--- config.mk ---
export PLATFORM = sky130hd
export DESIGN_NAME = jtag_master_flat
export DESIGN_NICKNAME = d
export VERILOG_FILES = /design/src/rtl/jtag_master_if.sv /design/src/rtl/jtag_master.sv /design/src/flat_wrapper.sv
export SDC_FILE = /design/constraint.sdc
export NUM_CORES = 1
export LEC_CHECK = 0
export ABC_AREA = 0
export ABC_CLOCK_PERIOD_IN_PS = 3200
export BUFFER_PORTS_ARGS = -buffer_cell sky130_fd_sc_hd__buf_4
export CELL_PAD_IN_SITES_DETAIL_PLACEMENT = 1
export CELL_PAD_IN_SITES_GLOBAL_PLACEMENT = 2
export CORE_AREA = 2 2 140 142
export DETAILED_ROUTE_END_ITERATION = 12
export DIE_AREA = 0 0 142 144
export GPL_ROUTABILITY_DRIVEN = 0
export PLACE_DENSITY_LB_ADDON = 0.2
export SYNTH_ARGS = -nofsm -noshare
export SYNTH_HDL_FRONTEND = slang
export SYNTH_SLANG_ARGS = --single-unit
--- constraint.sdc ---
create_clock -name clk -period 3.2 [get_ports clk]
set_input_delay 0.32 -clock clk [delete_from_list [all_inputs] [get_ports clk]]
set_output_delay 0.32 -clock clk [all_outputs]
set_load 0.05 [all_outputs]
--- src/rtl/jtag_master_if.sv ---
`default_nettype none
// ============================================================================
// Module   : jtag_master_if
// Purpose  : Command/response bus between a host and the jtag_master engine.
// Revision : 1.0
// ============================================================================
interface jtag_master_if;
    logic        cmd_valid;
    logic        cmd_ready;
    logic [1:0]  cmd_op;
    logic [5:0]  cmd_len;
    logic [31:0] cmd_data;
    logic        rsp_valid;
    logic [31:0] rsp_data;

    modport master (
        output cmd_valid, cmd_op, cmd_len, cmd_data,
        input  cmd_ready, rsp_valid, rsp_data
    );

    modport slave (
        input  cmd_valid, cmd_op, cmd_len, cmd_data,
        output cmd_ready, rsp_valid, rsp_data
    );
endinterface
`default_nettype wire

--- src/rtl/jtag_master.sv ---
`default_nettype none
// ============================================================================
// Module   : jtag_master
// Purpose  : JTAG initiator; walks the TAP from Run-Test/Idle through one scan,
//            a reset or idle clocks. JTAG_MASTER_TRST_EN adds trst_n_o.
// Revision : 1.0
// ============================================================================
module jtag_master #(
    parameter int CLK_DIV = 4
) (
    input  logic         clk,
    input  logic         reset_n,
    jtag_master_if.slave bus,
    output logic         tck_o,
    output logic         tms_o,
    output logic         tdi_o,
    input  logic         tdo_i
`ifdef JTAG_MASTER_TRST_EN
    ,
    output logic         trst_n_o
`endif
);

    localparam logic [1:0] OP_RESET = 2'b00;
    localparam logic [1:0] OP_IR    = 2'b01;
    localparam logic [1:0] OP_DR    = 2'b10;
    localparam logic [7:0] DIV_LAST = 8'(CLK_DIV - 1);

    typedef enum logic [1:0] {
        S_IDLE = 2'd0,
        S_RUN  = 2'd1,
        S_DONE = 2'd2
    } state_t;

    state_t      state_q;
    logic [1:0]  op_q;
    logic [5:0]  len_q;
    logic [31:0] data_q;
    logic [5:0]  k_q;
    logic [7:0]  div_q;
    logic        tck_q, tms_q, tdi_q, ready_q, rsp_valid_q;
    logic [31:0] rsp_data_q;

    logic [5:0]  len_d;
    logic        xfer, tick, tck_fall;

    // TCKs spent walking from Run-Test/Idle to the shift state.
    function automatic logic [5:0] pre_len(input logic [1:0] op);
        case (op)
            OP_IR:   return 6'd4;
            OP_DR:   return 6'd3;
            default: return 6'd0;
        endcase
    endfunction

    function automatic logic [5:0] total_tcks(input logic [1:0] op, input logic [5:0] len);
        case (op)
            OP_RESET: return 6'd6;
            OP_IR:    return len + 6'd6;
            OP_DR:    return len + 6'd5;
            default:  return len;
        endcase
    endfunction

    function automatic logic is_shift(input logic [1:0] op, input logic [5:0] len,
                                      input logic [5:0] k);
        return (op == OP_IR || op == OP_DR) && (k > pre_len(op)) && (k <= pre_len(op) + len);
    endfunction

    function automatic logic [4:0] bit_idx(input logic [1:0] op, input logic [5:0] k);
        logic [5:0] t;
        t = k - pre_len(op) - 6'd1;
        return t[4:0];
    endfunction

    function automatic logic tms_at(input logic [1:0] op, input logic [5:0] len,
                                    input logic [5:0] k);
        logic [5:0] last;
        last = pre_len(op) + len;
        case (op)
            OP_RESET: return k != 6'd6;
            OP_IR, OP_DR: begin
                if (k <= pre_len(op))
                    return (k == 6'd1) || (op == OP_IR && k == 6'd2);
                else
                    return (k == last) || (k == last + 6'd1);
            end
            default: return 1'b0;
        endcase
    endfunction

    function automatic logic tdi_at(input logic [1:0] op, input logic [5:0] len,
                                    input logic [5:0] k, input logic [31:0] data);
        return is_shift(op, len, k) ? data[bit_idx(op, k)] : 1'b0;
    endfunction

    assign len_d    = (bus.cmd_len == 6'd0 || bus.cmd_len > 6'd32) ? 6'd32 : bus.cmd_len;
    assign xfer     = (state_q == S_IDLE) && bus.cmd_valid && ready_q;
    assign tick     = (div_q == DIV_LAST);
    assign tck_fall = (state_q == S_RUN) && tick && tck_q;

    always_ff @(posedge clk or negedge reset_n) begin
        if (!reset_n) begin
            state_q     <= S_IDLE;
            op_q        <= 2'b00;
            len_q       <= 6'd0;
            data_q      <= 32'd0;
            k_q         <= 6'd0;
            div_q       <= 8'd0;
            tck_q       <= 1'b0;
            tms_q       <= 1'b0;
            tdi_q       <= 1'b0;
            ready_q     <= 1'b0;
            rsp_valid_q <= 1'b0;
            rsp_data_q  <= 32'd0;
        end else begin
            rsp_valid_q <= 1'b0;
            case (state_q)
                S_IDLE: begin
                    ready_q <= 1'b1;
                    if (xfer) begin
                        state_q    <= S_RUN;
                        ready_q    <= 1'b0;
                        op_q       <= bus.cmd_op;
                        len_q      <= len_d;
                        data_q     <= bus.cmd_data;
                        k_q        <= 6'd1;
                        div_q      <= 8'd0;
                        tck_q      <= 1'b0;
                        tms_q      <= tms_at(bus.cmd_op, len_d, 6'd1);
                        tdi_q      <= tdi_at(bus.cmd_op, len_d, 6'd1, bus.cmd_data);
                        rsp_data_q <= 32'd0;
                    end
                end
                S_RUN: begin
                    if (tick) begin
                        div_q <= 8'd0;
                        tck_q <= ~tck_q;
                        if (!tck_q) begin
                            // Rising edge: TDO has had half a TCK to settle.
                            if (is_shift(op_q, len_q, k_q))
                                rsp_data_q[bit_idx(op_q, k_q)] <= tdo_i;
                        end else if (k_q == total_tcks(op_q, len_q)) begin
                            state_q     <= S_DONE;
                            rsp_valid_q <= 1'b1;
                            tms_q       <= 1'b0;
                            tdi_q       <= 1'b0;
                        end else begin
                            k_q   <= k_q + 6'd1;
                            tms_q <= tms_at(op_q, len_q, k_q + 6'd1);
                            tdi_q <= tdi_at(op_q, len_q, k_q + 6'd1, data_q);
                        end
                    end else begin
                        div_q <= div_q + 8'd1;
                    end
                end
                S_DONE: begin
                    state_q <= S_IDLE;
                    ready_q <= 1'b1;
                end
                default: state_q <= S_IDLE;
            endcase
        end
    end

`ifdef JTAG_MASTER_TRST_EN
    logic trst_q;

    // Held low from TCK 1 of a reset command until the fall of TCK 5.
    always_ff @(posedge clk or negedge reset_n) begin
        if (!reset_n)
            trst_q <= 1'b0;
        else if (xfer && bus.cmd_op == OP_RESET)
            trst_q <= 1'b0;
        else if (state_q != S_RUN)
            trst_q <= 1'b1;
        else if (tck_fall && op_q == OP_RESET && k_q == 6'd5)
            trst_q <= 1'b1;
    end

    assign trst_n_o = trst_q;
`endif

    assign tck_o         = tck_q;
    assign tms_o         = tms_q;
    assign tdi_o         = tdi_q;
    assign bus.cmd_ready = ready_q;
    assign bus.rsp_valid = rsp_valid_q;
    assign bus.rsp_data  = rsp_data_q;

endmodule
`default_nettype wire
--- src/flat_wrapper.sv ---
// flat-port wrapper written by rule: the top's interface ports become plain ports
module jtag_master_flat 
#(
    parameter int CLK_DIV = 4
)
  (clk, reset_n, tck_o, tms_o, tdi_o, tdo_i, bus_cmd_valid, bus_cmd_op, bus_cmd_len, bus_cmd_data, bus_cmd_ready, bus_rsp_valid, bus_rsp_data);
  jtag_master_if bus_i ();
  input  logic clk;
  input  logic reset_n;
  output logic tck_o;
  output logic tms_o;
  output logic tdi_o;
  input  logic tdo_i;
  input wire logic [$bits(bus_i.cmd_valid)-1:0] bus_cmd_valid;
  input wire logic [$bits(bus_i.cmd_op)-1:0] bus_cmd_op;
  input wire logic [$bits(bus_i.cmd_len)-1:0] bus_cmd_len;
  input wire logic [$bits(bus_i.cmd_data)-1:0] bus_cmd_data;
  output wire logic [$bits(bus_i.cmd_ready)-1:0] bus_cmd_ready;
  output wire logic [$bits(bus_i.rsp_valid)-1:0] bus_rsp_valid;
  output wire logic [$bits(bus_i.rsp_data)-1:0] bus_rsp_data;
  assign bus_i.cmd_valid = bus_cmd_valid;
  assign bus_i.cmd_op = bus_cmd_op;
  assign bus_i.cmd_len = bus_cmd_len;
  assign bus_i.cmd_data = bus_cmd_data;
  assign bus_cmd_ready = bus_i.cmd_ready;
  assign bus_rsp_valid = bus_i.rsp_valid;
  assign bus_rsp_data = bus_i.rsp_data;
  jtag_master #(.CLK_DIV(CLK_DIV)) u_core (.clk(clk), .reset_n(reset_n), .bus(bus_i), .tck_o(tck_o), .tms_o(tms_o), .tdi_o(tdi_o), .tdo_i(tdo_i));
endmodule
== Yosys cells after proc, flatten, opt, wreduce, memory -nomap -nowiden ==
Cells that the tools add are included.
Storage, ports and cells
  bits in latches: 0
  bits in read-only memories: 0
  input bits: 44
  logic and storage cells: 172
  memories: 0
  bits in writable memories: 0
  register bits after elaboration: 93
  output and inout port bits: 37
Operators by class
  muxes and demuxes: 78
  reductions and logical operators: 31
  shift-type cells: 0
  multiply operators: 0
  add/subtract/negate cells: 15
  equality and inequality tests: 22
  divide/modulo/power cells: 0
  order comparisons: 13
  bitwise operators: 1
Operator list (count)
  $mux 6: 25
  $mux 32: 4
  $pmux 32 s2: 1
  $bwmux 32: 1
  $mux 1: 22
  $mux 5: 4
  $add 6x1->6 const B: 3
  $add 6x6->6: 3
  $eq 6x6->1: 3
  $le 6x6->1: 3
  $lt 5x6->1 const B: 3
  $pmux 6 s3: 1
  $mux 8: 2
  $pmux 8 s2: 1
  $sub 5x1->5 const B: 3
  $add 6x3->6 const B: 2
  $eq 1x6->1 const A: 2
  $gt 6x6->1: 2
  $le 1x6->1 const A: 2
  $pmux 1 s2: 6
  $pmux 3 s2: 2
  $pmux 6 s2: 1
  $bmux 1 s5: 2
  $logic_and 1x1->1: 10
  other kinds (27): 52

== Depth between registers and ports, before layout ==
Gate-level depths: netlist (run 1).
  word-level depth: 23
  gate-level depth with buffers: 17
  depth with buffers taken out: 15

== Least setup slack after synthesis (run 1) ==
No wires, ideal clock.
  kind: reg-to-reg
  from: reg u_core.op_q[0]
  to: reg u_core.rsp_data_q[0], in the netlist u_core.bus.rsp_data[0]
  stages on the path, launching flop included: 16
  setup time: 0.133 ns
  data arrival time: 3.217 ns
  buffers on the path: 2
  required time: 3.067 ns
  clock period less this slack: 3.350 ns
  path slack: -0.150 ns
  cells stage by stage: dfrtp_1 > inv_1 > ha_1 > buf_2 > xor2_1 > ha_1 > a21oi_1 > xor2_1 > ha_1 > o21a_1 > o21a_1 > o21ai_0 > a31oi_1 > clkbuf_1 > o31ai_1 > o21ai_0
On the way
  cells in the longest elaborated chain, start to end: 17
  elaborated cells between the ends (all ways): 30
  those cells by class: 3 x add/sub; 4 x order compare; 3 x eq/ne; 15 x mux; 5 x reduce/logical
Ends and longest elaborated chain
  start: declaration: RTL line jtag_master.sv:36  | logic [1:0] op_q;
  start signal: assignment: RTL line jtag_master.sv:124  | op_q <= bus.cmd_op;
  $eq 2x2->1 or $eq 2x1->1 (tied branches): RTL line jtag_master.sv:49, jtag_master.sv:67
  $pmux 3 s2: RTL line jtag_master.sv:49  | case (op)
  $mux 5: RTL line jtag_master.sv:141  | if (is_shift(op_q, len_q, k_q))
  $mux 5: RTL line jtag_master.sv:139  | if (!tck_q) begin
  $mux 5: RTL line jtag_master.sv:136  | if (tick) begin
  $mux 5: RTL line jtag_master.sv:118  | case (state_q)
  $sub 5x5->5: RTL line jtag_master.sv:72  | t = k - pre_len(op) - 6'd1;
  $sub 5x1->5: RTL line jtag_master.sv:72
  $lt 5x6->1 (not written as such) or $ge 5x1->1 (tied branches): RTL line jtag_master.sv:142  | rsp_data_q[bit_idx(op_q, k_q)] <= tdo_i;
  $logic_and 1x1->1 (not written as such): RTL line jtag_master.sv:142
  $mux 1 (not written as such): RTL line jtag_master.sv:142
  $demux 1 s5
  $bwmux 32: RTL line jtag_master.sv:142
  $mux 32: RTL line jtag_master.sv:141
  $mux 32: RTL line jtag_master.sv:139
  $mux 32: RTL line jtag_master.sv:136
  $pmux 32 s2: RTL line jtag_master.sv:118
  end signal: indexed assignment: RTL line jtag_master.sv:142
  end: declaration: RTL line jtag_master.sv:42  | logic [31:0] rsp_data_q;
Several ways; a longest one is shown, not always the timed one. The select of a mux whose other input is x is not followed.
A chain may end at the register's enable or synchronous reset.

== Final worst setup path (run 1) ==
  from: reg u_core.op_q[1]
  to: reg u_core.rsp_data_q[18], in the netlist u_core.bus.rsp_data[18]
Same word-level chain as after synthesis.

==> flow_summary.ini, run 1 <==
[outcome]
status = completed

[place]
hpwlAfterDp_mm = 14.2
portBuffers = 80

[synthesis]
syn_inst = 670
avgSynthCellArea_sq_um = 8.86
synth_seq_cells = 93
synth-compound-area-share_pct = 19.6
yosys.area_share.simple_pct = 20.0
yosysTopAreaCellShare_pct = 39.2
synthMuxAreaShare_pct = 5.40
yosysWarningCount = 0
synth-edff-count = 0
post-synth-top-area-cell = dfrtp_1
async_reset_ff_share_pct = 100
synth_fa_ha_area_share_pct = 7.50
netlist_top_cells_area = dfrtp_1 (39%), nand2_1 (8.6%), ha_1 (7.2%)
synth_ff_type = dfrtp_1
synth-seq-area-share_pct = 39.2
yosys.area_share.xor_xnor_pct = 4.70
synth_cell_types = 65
syn-num-nets = 749
syn_area_sq_um = 5940
synth_top_family_by_area = simple AND/OR/NAND/NOR gates

[timing]
finalHoldViolCount = 0
slew_headroom_pct = 26.3
tightest_slew_ns = 1.11
fin_tns_setup_ns = 0
min_period_ns = 3.18
setup_viol = 0
clock_skew_ns = 0.0120
min_period_over_period_pct = 99.4
fmax_mhz = 315
slew_violations = 0

[worst_setup_path]
critical_path_class = reg -> reg
arrival_ns = 3.40
critical_path.max_fanout = 8
crit_required_ns = 3.43
worst_setup_path_end_kind = register
critical_path.startpoint_type = register

[route]
drt-pass1-iter-count = 4
routed_wl_mm = 19.6
wire_per_inst_um = 19.0
drt_iter0_markers = 241
vias_per_cell = 5.29
drc = 0
ant_nets = 0
via_count = 5445

[power]
p_leak_uw = 0.00354
irDropWorstVdd_uv = 480
p_per_area_nw_per_um2 = 1230

[floorplan]
coreArea_sq_um = 19100
num_io_pins = 81
die_area_sq_um = 20400
die_x_um = 142
chipHeight_um = 144
initial_utilization_pct = 31.1
rows = 51

[clock_tree]
cts_buffer_depth = 2
cts_buffers = 9
clock_latency_ns = 0.36
postCtsHoldBufs = 0
cts_root_buffer = clkbuf_16
clk_pin_slew_ns = 0.08
cts_tree = built
cts_sinks = 93
htree_levels = 3

[cells_and_area]
fin_util_pct = 40.6
syn_to_final_growth_pct = 30.6
final_cell_mix = buf_4 (138), nand2_1 (135), dfrtp_1 (93)
diodes = 0
finalNetCount = 867
drive_gt1_share_pct = 27.9
layout_commonest_cell = buf_4
fillers = 2209

[global_routing]
overflow = 0
track_usage_pct = 19.3
grt_pass1_wl_mm = 30.6
grt_max_degree = 83
antenna_found_initial = 0
grt_pass1_vias = 5711

[min_path]
hold_path.class = in -> async

[job]
max_cap_viol_count = 0
==> synthesized netlist by cell type, drive strengths merged (3+ instances only) <==
master	count
buf	12
inv	16
nand3	10
and3	4
a211oi	5
o311ai	3
nand4	3
a31oi	6
a311oi	4
nand2	136
and2	3
o21ai	58
clkbuf	25
nor3	8
and4	3
dfrtp	93
nor2	32
mux4	9
mux2	6
nand3b	3
a22o	4
mux2i	5
xnor2	16
ha	34
o21a	3
nor2b	18
nand2b	13
or2	3
a21o	7
xor2	15
o31ai	33
a21oi	50
==> layer usage <==
layer / share of wire (%) / GRT usage (%) / wire length, um / vias up
met3: 3.3 / 3.25 / 645 / 20
met5: 0 / 0 / 0 / -
li1: - / - / - / 2610
met1: 46 / 25.4 / 9080 / 2710
met2: 49 / 33.0 / 9560 / 105
met4: 1.4 / 5.05 / 281 / 0
==> power breakdown <==
part,internal (uW),total (uW),switching (uW)
logic,2770,6500,3730
clock network,611,1130,522
registers,1560,1880,321
==> state kept, by name (all words and copies together), names as in the netlist <==
register	count
u_core.bus.rsp_data	32
u_core.data_q	32
u_core.div_q	8
u_core.k_q	6
u_core.len_q	6
u_core.op_q	2
u_core.state_q	2
u_core.bus.cmd_ready	1
u_core.bus.rsp_valid	1
u_core.tck_o	1
u_core.tdi_o	1
u_core.tms_o	1
==> kinds of logic after synthesis <==
| group | Yosys count |
|---|---|
| mux | 20 |
| simple gates | 250 |
| flops | 93 |
| buf+inv | 53 |
| compound gates | 188 |
| fa+ha+maj | 35 |
| xor+xnor | 31 |
==> path summary, 6_finish.rpt <==
check	cells past startpoint	slack (ns)	end	start
max in group asynchronous	2	2.28	u_core.bus.rsp_data[4]	reset_n
setup reg to reg	17	0.02	u_core.bus.rsp_data[18]	u_core.op_q[1]
hold reg to reg	2	0.48	u_core.data_q[24]	u_core.data_q[24]
hold / removal	1	0.16	u_core.bus.rsp_data[26]	reset_n
min in group clk	3	0.16	u_core.data_q[10]	bus_cmd_data[10]
setup / recovery	17	0.02	u_core.bus.rsp_data[18]	u_core.op_q[1]
==> final cells by class <==
type	count	area, sq um	area share (%)
Multi-Input combinational cell	524	3620	46.7
Inverter	16	60.1	0.775
Sequential cell	93	2330	30.0
Timing Repair Buffer	144	1150	14.8
Clock inverter	6	72.6	0.936
Tap cell	238	298	3.84
Clock buffer	9	225	2.91
==> critical path, cell delays in order, from the launching register on <==
cell and delay, ns:
dfrtp_1 0.38, buf_4 0.15, ha_2 0.18, buf_6 0.14, a211oi_4 0.27, buf_4 0.15
buf_4 0.09, or3_1 0.12, nand2_2 0.10, ha_4 0.29, nand4b_1 0.09, nor2_1 0.11
a21oi_1 0.06, o21ai_2 0.10, a31oi_4 0.19, buf_6 0.20, o31ai_1 0.26, o21ai_0 0.16
==> stage by stage <==
stage,cells,worst slack [ns],instance area [sq um],power (uW),hold WS [ns]
after floorplan,670,0.0205,5950,5750,0.0244
after global placement,1007,-0.0430,7160,7690,0.457
after detailed placement,1007,-0.158,7160,7880,0.462
after CTS,1022,0.00201,7460,9080,0.145
after global routing,1030,-0.134,7750,10300,0.152
final,1030,0.0208,7750,9520,0.155
==> what timing repair did <==
action / in CTS / in global routing
pin swaps: 1 / 8
setup buffers: 0 / 5
cloned: 0 / 3
resized for setup: 3 / 60
setup endpoints to repair: 32 / 33
No activity file was read; power rests on OpenSTA's default activity.
==> run 2, diff against run 1 <==
--- a/config.mk
+++ b/config.mk
@@ -7,7 +7,7 @@
 export LEC_CHECK = 0
 export ABC_AREA = 0
 export ABC_CLOCK_PERIOD_IN_PS = 3200
-export BUFFER_PORTS_ARGS = -buffer_cell sky130_fd_sc_hd__buf_4
+export BUFFER_PORTS_ARGS = -buffer_cell sky130_fd_sc_hd__buf_2
 export CELL_PAD_IN_SITES_DETAIL_PLACEMENT = 1
 export CELL_PAD_IN_SITES_GLOBAL_PLACEMENT = 2
 export CORE_AREA = 2 2 140 142
==> run 2 against run 1 <==
Maximum frequency grew 2.8%. Sequential share of layout area grew 0.81 points. Combinational power is essentially flat. Clock power is essentially flat. Critical path depth shrank 3. Via count grew 1.2%. Power shrank 0.17%. Sequential power is essentially flat. Worst hold slack lost 0.090 ns. Critical path type unchanged. Largest cell class unchanged. Highest routed layer unchanged.
==> flow_summary.ini, run 2 (synthesis gave the netlist of run 1 again) <==
[cells_and_area]
fillers = 2229
fin_cells = 1027
multi_input_area_sq_um = 3650
syn_to_final_growth_pct = 27.1
final_cell_mix = nand2_1 (133), dfrtp_1 (93), buf_2 (79)
fin_util_pct = 39.6
ff_latch_area_sq_um = 2330
finalNetCount = 864
layout_commonest_cell = nand2_1
drive_gt1_share_pct = 28.9
diodes = 0

[global_routing]
grt_max_degree = 64
overflow = 0
antenna_found_initial = 0
grt_pass1_wl_mm = 31.2
track_usage_pct = 19.3
grt_pass1_vias = 5939

[clock_tree]
cts_tree = built
cts_root_buffer = clkbuf_16
cts_buffer_depth = 2
clk_pin_slew_ns = 0.08
htree_levels = 3
clock_latency_ns = 0.36
cts_buffers = 9
cts_sinks = 93

[worst_setup_path]
critical_path.max_fanout = 8
arrival_ns = 3.33
cpMaxStageDelayCell = dfrtp_1
crit_chain = buf_4 > ha_1 > and2_1 > ha_4 > inv_1 > ha_1 > nor2b_1 > o21a_1 > o21a_1 > o21ai_2 > a31oi_4 > clkbuf_16 > o31ai_1 > o21ai_1
crit_required_ns = 3.44
critical_path_class = reg -> reg
r2r_slack_ns = 0.11
worst_setup_path_end_kind = register
critical_path.startpoint_type = register
max_stage_delay_ns = 0.41

[power]
p_seq_share_pct = 19.9
p_leak_uw = 0.00351
p_per_area_nw_per_um2 = 1260
clock_power_share_pct = 11.8
irDropWorstVdd_uv = 385
power_frac_comb_pct = 68.3
p_switching_uw = 4610
p_total_uw = 9500
p_sw_share_pct = 48.5
p_int_uw = 4890

[route]
routed_wl_mm = 19.4
wire_per_inst_um = 18.9
route.met3.wl_um = 677
drt-pass1-iter-count = 4
vias_per_cell = 5.37
routed.top_layer = met4
via_count = 5510
wl_met1_mm = 8.92
drt_iter0_markers = 207
met2_length_mm = 9.61
ant_nets = 0
drc = 0

[timing]
fin_tns_setup_ns = 0
clock_skew_ns = 0.0123
grt_setup_unrepaired = true
setup_viol = 0
min_period_over_period_pct = 96.7
slew_headroom_pct = 40.4
fmax_mhz = 323
tightest_slew_ns = 0.895
finalHoldViolCount = 0
slew_violations = 0
min_period_ns = 3.09

[floorplan]
initial_utilization_pct = 31.1
num_io_pins = 81
chipHeight_um = 144
coreArea_sq_um = 19100
die_x_um = 142
rows = 51
die_area_sq_um = 20400

[min_path]
hold_path.class = in -> async

[place]
hpwlAfterDp_mm = 14.2
placed_cells = 1006
portBuffers = 80

[job]
max_cap_viol_count = 0

[outcome]
status = completed
-- run 2: cell count changes in the layout (fill, tap and decap cells not counted), sizes merged --
cell,change
clkinv,+1
buf,-3
clkinvlp,-3
clkbuf,+2
-- run 2: power by group through the flow --
stage	Clock (uW)	Combinational, uW	Sequential, uW
after detailed placement	0	5840	1900
after global routing	1190	7130	1950
final	1120	6490	1890
after global placement	0	5700	1890
after CTS	1140	5910	1880
after floorplan	0	3670	2070
-- run 2: metrics by stage --
step / instance area (sq um) / hold WS, ns / worst slack (ns)
2_1_floorplan: 5950 / 0.0244 / 0.0205
3_3_place_gp: 6940 / 0.456 / 0.00204
3_5_place_dp: 6940 / 0.462 / -0.126
4_1_cts: 7240 / 0.120 / 0.0273
5_1_grt: 7550 / 0.138 / -0.0534
6_report: 7550 / 0.0647 / 0.106
-- run 2: repair_timing --
item                       4_1_cts  5_1_grt
pin swaps                        0        8
setup endpoints to repair       32       34
cloned                           0        3
resized for setup                3       74
hold buffers                     0        0
setup buffers                    0        3
-- run 2: path summary, 6_finish.rpt --
path,from,endpoint,depth (start not counted)
worst max-delay path,u_core.op_q[1],u_core.bus.rsp_data[20],14
worst min-delay path,reset_n,u_core.len_q[3],1
worst max register to register,u_core.op_q[1],u_core.bus.rsp_data[20],14
worst min register to register,u_core.data_q[10],u_core.data_q[10],2
max in group asynchronous,reset_n,u_core.bus.rsp_data[21],2
min in group clk,bus_cmd_data[22],u_core.data_q[22],3
-- run 2: layout make-up --
class                      instances  area share [%]
multi-input combinational        524            48.3
sequential                        93            30.8
timing repair buffer             141            12.1
tap                              238            3.95
clock buffer                      11            3.22
inverter                          16           0.796
clock inverter                     4           0.746
-- run 2: per-layer routing --
layer  vias up  GRT usage (%)
met5         -              0
met4         0           4.42
met3        13           3.28
met2       102           34.1
met1      2792           24.9
li1       2603              -
-- run 2: critical path, delay by kind of cell, from the launching register on --
kind            cells  cell delay, ns
fa+ha+maj           3            0.73
compound gates      6            1.08
simple gates        2            0.33
buf+inv             3            0.43
flops               1            0.41
